**config.mk**
```make
export PLATFORM = sky130hd
export DESIGN_NAME = cpu_step_ctrl
export DESIGN_NICKNAME = d
export VERILOG_FILES = /design/src/rtl/synth_pkg.sv /design/src/rtl/btn_debounce.sv /design/src/rtl/cpu_step_ctrl.sv
export SDC_FILE = /design/constraint.sdc
export NUM_CORES = 1
export LEC_CHECK = 0
export BUFFER_PORTS_ARGS = -buffer_cell sky130_fd_sc_hd__clkbuf_2
export CAP_MARGIN = 25
export CORE_ASPECT_RATIO = 1.1
export CORE_MARGIN = 2
export CORE_UTILIZATION = 51
export DETAILED_ROUTE_END_ITERATION = 10
export PLACE_DENSITY = 0.75
export SETUP_SLACK_MARGIN = 0.5
export SYNTH_ARGS = -nofsm -noshare
export SYNTH_HDL_FRONTEND = slang
export SYNTH_SLANG_ARGS = --single-unit
```
**constraint.sdc**
```tcl
create_clock -name clk -period 1.9 [get_ports clk]
set_input_delay 0.38 -clock clk [delete_from_list [all_inputs] [get_ports clk]]
set_output_delay 0.38 -clock clk [all_outputs]
set_load 0.02 [all_outputs]
```
**src/rtl/synth_pkg.sv**
```systemverilog
// rtl/synth_pkg.sv - shared state encoding and defaults for the cpu step controller
package synth_pkg;

  typedef enum logic [1:0] {
    IDLE   = 2'd0,
    RUN    = 2'd1,
    STEP   = 2'd2,
    HALTED = 2'd3
  } step_state_t;

  localparam int DEBOUNCE_CYC_DEF = 250000;

endpackage

```
**src/rtl/btn_debounce.sv**
```systemverilog
// rtl/btn_debounce.sv - front-panel button synchronizer and debouncer with press pulse
module btn_debounce
  import synth_pkg::*;
#(
  parameter int DEBOUNCE_CYC = DEBOUNCE_CYC_DEF
) (
  input  logic clk,
  input  logic rst,
  input  logic btn,
  output logic btn_db,
  output logic press
);

  localparam int CW = (DEBOUNCE_CYC > 1) ? $clog2(DEBOUNCE_CYC) : 1;
  localparam logic [CW-1:0] CNT_LAST = CW'(DEBOUNCE_CYC - 1);

  logic          b1;
  logic          b2;
  logic [CW-1:0] cnt;

  // A level that flips back before CNT_LAST matches btn_db again, which restarts the count.
  always_ff @(posedge clk or posedge rst) begin
    if (rst) begin
      b1     <= 1'b0;
      b2     <= 1'b0;
      cnt    <= '0;
      btn_db <= 1'b0;
      press  <= 1'b0;
    end else begin
      b1    <= btn;
      b2    <= b1;
      press <= 1'b0;
      if (b2 == btn_db) begin
        cnt <= '0;
      end else if (cnt == CNT_LAST) begin
        cnt    <= '0;
        btn_db <= b2;
        press  <= b2;
      end else begin
        cnt <= cnt + CW'(1);
      end
    end
  end

endmodule

```
**src/rtl/cpu_step_ctrl.sv**
```systemverilog
// rtl/cpu_step_ctrl.sv - converts divider edges into cpu_en strobes with run/step/halt control
module cpu_step_ctrl
  import synth_pkg::*;
#(
  parameter int DEBOUNCE_CYC = DEBOUNCE_CYC_DEF,
  parameter int CNT_W        = 32
) (
  input  logic             clk,
  input  logic             rst,
  input  logic             div_clk,
  input  logic             run_mode,
  input  logic             step_btn,
  input  logic             halt,
  input  logic             resume,
  output logic             cpu_en,
  output logic [CNT_W-1:0] step_cnt,
  output logic [1:0]       state
);

  logic        s1, s2, s3;
  logic        tick;
  logic        btn_db;
  logic        press;
  logic        step_press;
  logic        step_req;
  logic        en_nxt;
  logic        clr_req;
  step_state_t cur;
  step_state_t state_nxt;

  // div_clk is treated purely as data; tick marks a rising edge two samples back.
  always_ff @(posedge clk or posedge rst) begin
    if (rst) begin
      s1 <= 1'b0;
      s2 <= 1'b0;
      s3 <= 1'b0;
    end else begin
      s1 <= div_clk;
      s2 <= s1;
      s3 <= s2;
    end
  end

  assign tick = s2 & ~s3;

  btn_debounce #(
    .DEBOUNCE_CYC(DEBOUNCE_CYC)
  ) u_btn (
    .clk   (clk),
    .rst   (rst),
    .btn   (step_btn),
    .btn_db(btn_db),
    .press (press)
  );

  assign step_press = press & btn_db;

  always_comb begin
    state_nxt = cur;
    en_nxt    = 1'b0;
    clr_req   = 1'b0;
    case (cur)
      IDLE: begin
        if (halt) begin
          state_nxt = HALTED;
          clr_req   = 1'b1;
        end else if (run_mode) begin
          state_nxt = RUN;
        end else if (step_req) begin
          state_nxt = STEP;
        end
      end
      RUN: begin
        if (halt) begin
          state_nxt = HALTED;
          clr_req   = 1'b1;
        end else begin
          en_nxt = tick;
          if (!run_mode) state_nxt = IDLE;
        end
      end
      STEP: begin
        if (halt) begin
          state_nxt = HALTED;
          clr_req   = 1'b1;
        end else if (tick) begin
          en_nxt    = 1'b1;
          clr_req   = 1'b1;
          state_nxt = IDLE;
        end
      end
      HALTED: begin
        clr_req = 1'b1;
        if (resume && !halt) state_nxt = IDLE;
      end
      default: state_nxt = IDLE;
    endcase
  end

  // A press landing in the same cycle the request is consumed or cleared is dropped.
  always_ff @(posedge clk or posedge rst) begin
    if (rst) begin
      cur      <= IDLE;
      cpu_en   <= 1'b0;
      step_req <= 1'b0;
      step_cnt <= '0;
    end else begin
      cur    <= state_nxt;
      cpu_en <= en_nxt;
      if (clr_req) step_req <= 1'b0;
      else if (step_press) step_req <= 1'b1;
      if (cpu_en) step_cnt <= step_cnt + CNT_W'(1);
    end
  end

  assign state = cur;

endmodule

```
* Word level (Yosys, flattened, before mapping)
Index checks and enable logic that the tools add are counted. Widths: inputs -> output; s select.
Word-level totals: flip-flop bits (word level) 61, input bits 7, output and inout bits 35, logic and storage cells 56
Cells by class: add/sub/neg operators 2, equality and inequality tests 9, multiplexer cells 22, bitwise logic cells 4, reductions and logical operators 7
Operator list (number):
- $mux 18 | 2
- $add 32x1->32 const B | 1
- $add 18x1->18 const B | 1
- $eq 18x18->1 const B | 1
- $mux 2 | 8
- $mux 1 | 9
- $pmux 2 s4 | 1
- $ne 3x3->1 const B | 2
- $eq 2x2->1 const B | 2
- $ne 4x4->1 const B | 1
- $reduce_and 4->1 | 1
- $pmux 1 s3 | 1
- $and 1x1->1 | 2
- $eq 2x1->1 const B | 1
- $logic_not 2->1 | 1
- $ne 2x2->1 const B | 1
- $not 1->1 | 2
- $pmux 1 s2 | 1
- $reduce_and 2->1 | 1
- $reduce_bool 2->1 | 1
- $reduce_or 2->1 | 1
- $eq 1x1->1 | 1
- $logic_and 1x1->1 | 1
- $logic_not 1->1 | 1

* Longest topological paths before layout
depth in word-level cells 6, mapped depth 6, gate-level depth less buffers 6

* By module
Synthesis repeated with hierarchy kept, for this count alone.
Second synthesis, totals: cell total of the unflattened synthesis 259, area, all modules 2877.8 um^2
By module, submodules not included:
- cpu_step_ctrl | instances 1, cells an instance 160, area an instance 1830.5 um^2, sequential area each 975.9 um^2
- btn_debounce | instances 1, cells an instance 99, area an instance 1047.3 um^2, sequential area each 550.5 um^2

* Least setup slack after synthesis
Ideal clock, no wire load.
kind reg-to-reg, start register u_btn.cnt[0], end register u_btn.cnt[16], setup time 0.078 ns, arrival time 1.716 ns, required time 1.822 ns, setup slack 0.106 ns, cell stages (with the launch flop) 6, path buffers 0, clock period less this slack 1.794 ns, cell sequence dfrtp_1 ha_1 nand4_1 nor4_1 or3b_2 a21oi_1
On the way: cells in the longest elaborated chain, start to end 3, elaborated cells between the ends (all ways) 4, classes of those cells add/sub (1); eq/ne (1); mux (2)
Ends and longest elaborated chain:
- from (decl) | RTL line btn_debounce.sv:19 | logic [CW-1:0] cnt;
- from (signal assigned) | RTL line btn_debounce.sv:40 | cnt <= cnt + CW'(1);
- $add 18x1->18 or $eq 18x18->1 (tied branches) | RTL line btn_debounce.sv:40, btn_debounce.sv:35
- $mux 18 (*) | RTL line btn_debounce.sv:35 | end else if (cnt == CNT_LAST) begin
- $mux 18 (*) | RTL line btn_debounce.sv:33 | if (b2 == btn_db) begin
Every way passes the cells marked *; elsewhere a longest branch is shown, timed or not. A chain may end at the register's enable or synchronous reset.

* Worst setup path after layout
start register u_btn.cnt[4], end register u_btn.cnt[5]
Same word-level chain as after synthesis.

==> flow_metrics.tcl <==
set metrics [dict create \
    gp_congestion 0.7774 \
    fmax_mhz 575.7 \
    clk-insertion-delay-late_ps 340 \
    final_cell_count_no_fill 448 \
    crit_start "u_btn.cnt[4]" \
    period_share_pct 91.42 \
    fillers 314 \
    worstReg2RegStart "u_btn.cnt[4]" \
    vias 2492 \
    synth_top_cell_area_share_pct 53.51 \
    drv_slew 0 \
    cts_sinks 61 \
    peakVddDrop_mv 0.7186 \
    clk_path_buf_depth 2 \
    clockRootBuffer "clkbuf_8" \
    synth_ff_type "dfrtp_1" \
    antenna_left 0 \
    rsz0062_at_grt "yes" \
    grt_first_pass_wirelength_mm 11.07 \
    rr_endpoint "u_btn.cnt[5]" \
    multi_input_area_um2 1629 \
    ios 42 \
    largest_register "step_cnt" \
    finClkSkew_ps 9.353 \
    avgSynthCellArea_um2 11.28 \
    hpwl_mm 3.890 \
    start_util_pct 52.88 \
    worst_ep_arrival_time_ps 1960 \
    grt.total_usage_pct 24.00 \
    die_w_um 75.31 \
    relSlewSlack_pct 67.64 \
    synth-edff-count 0 \
    period_needed_ps 1737 \
    worstPathRequired_ps 2120 \
    synth_seq_area_share_pct 53.51 \
    yosysWarnings 0 \
    reg2reg_slack_ps 160 \
    timing.reg2reg.worst_path_depth 6 \
    core_area_um2 5395 \
    antenna_found_initial 0 \
    utilization_pct 79.64 \
    vias_per_cell 5.563 \
    synthTopCellsByCount "61 x dfrtp_1, 33 x xnor2_1, 23 x nand3_1" \
    clkTransAtPathRegs_ps 70 \
    status "finished, final reports clean" \
    dp.cells 372 \
    die_y_um 82.44 \
    worst_hold_path_type "input pin to asynchronous set/reset pin" \
    crit_fanout 5 \
    power_uw 3299 \
    overflow 0 \
    ff_latch_area_um2 1573 \
    std_cell_rows 28 \
    netlist_area_um2 2853 \
    setup_viol 0 \
    p_leak_uw 0.001968 \
    end_kind "register" \
    totalWireLength_mm 8.069 \
    cts_buffers 9 \
    synth_nets 267 \
    drt-initial-drc-count 185 \
    hold_violations 0 \
    wire_per_inst_um 18.01 \
    drive_gt1_share_pct 57.10 \
    cap_violations 0 \
    die_area_um2 6209 \
    num-nets-final 382 \
    finalSetupTns_ps 0 \
    largest_reg_flops 32 \
    tightestPinTransition_ps 484.4 \
    io_buffers 41 \
    syn2layout_area_growth_pct 50.61 \
    grt_pass1_vias 2356 \
    synth_cell_types 37 \
    synthArstFlopShare_pct 100.0 \
    synth_seq_cells 61 \
    h-tree-depth 3 \
    drc 0 \
    cts_tree "done" \
    ys_top_cells_by_area "dfrtp_1 54%, xnor2_1 10%, nand3_1 4.0%" \
    p_per_area_nw_per_um2 767.8 \
    n_antenna_cell 0 \
    grt_max_degree 43 \
    crit_path_start_kind "register" \
    post-synth-top-count-cell "dfrtp_1" \
    syn_inst 253 \
    yosys.area.top_type "dfrtp_1" \
    first_pass_iters 4 \
    path_class "register to register" \
]
==> timing repair <==
action | in CTS | in global routing
hold endpoints to repair | 0 | 0
cloned | 2 | 0
hold buffers | 0 | 0
endpoints found under the setup margin | 43 | 51
resized for setup | 40 | 47
setup buffers | 38 | 20
pin swaps | 42 | 18
==> layout make-up <==
type	count	area share, %
multi-input combinational	183	37.91
sequential	61	36.60
timing repair buffer	105	18.29
clock buffer	15	4.106
tap	75	2.184
inverter	8	0.7863
clock inverter	1	0.1165
==> layout by cell type (no fill, tap or decap), types with 3 or more instances in the layout <==
master and instances:
buf_4 48, dfrtp_2 37, clkbuf_2 36, xnor2_1 32
dfrtp_1 24, buf_6 20, nand4_1 15, nand2_1 15
clkbuf_8 12, nand3_1 11, xor2_1 11, nor2_2 11
nor4_4 9, nor2_1 9, inv_1 7, nand3_2 7
nand3_4 5, and3_1 5, ha_1 5, nand2_2 4
nor3_1 4, a21oi_2 3, clkbuf_1 3
==> worst max-delay path, cell delays in order, from the launching register on <==
cell      delay [ps]
dfrtp_1          420
buf_6            130
nand3b_1         270
o41ai_4          430
buf_4            200
buf_6            130
nor2_2            40
==> per-stage QoR <==
step | instance area [um2] | hold slack (ps) | setup slack [ps]
6_report | 4297 | 42.90 | 163.1
4_1_cts | 3974 | 56.20 | 190.6
2_1_floorplan | 2992 | 331.2 | 249.9
3_3_place_gp | 3322 | 332.2 | 207.6
5_1_grt | 4297 | 75.50 | 124.9
3_5_place_dp | 3322 | 344.2 | 163.5
==> kinds of logic after synthesis <==
logic type	share of synthesized area, %
adders and majority gates	3.070
AOI/OAI and AO/OA	4.211
and+or+nand+nor	23.16
xor gates and xnor gates	13.82
muxes	0.7894
DFF	53.51
buffers and inverters	1.447
==> power by group <==
group	leakage, uW	internal [uW]	switching, uW
Combinational	0.00110	378	351
Sequential	0.000770	1380	101
Clock	0.0000937	581	507
==> metal layers <==
layer / GRT usage (%) / wire, um / vias to the layer above
met3: 4.733 / 361 / 28
met1: 30.32 / 3331 / 1243
met5: 0 / 0 / -
li1: - / - / 1139
met4: 11.58 / 280 / 0
met2: 39.22 / 4096 / 82
==> how the worst max path moves through the flow <==
stage,depth (start not counted),slack [ps],to
4_1_cts,4,190,u_btn.btn_db
6_report,6,160,u_btn.cnt[5]
2_1_floorplan,4,250,u_btn.cnt[15]
3_3_place_gp,4,210,u_btn.cnt[15]
5_1_grt,6,120,u_btn.cnt[6]
3_5_place_dp,5,160,u_btn.cnt[16]
(Power assumes the default switching activity.)
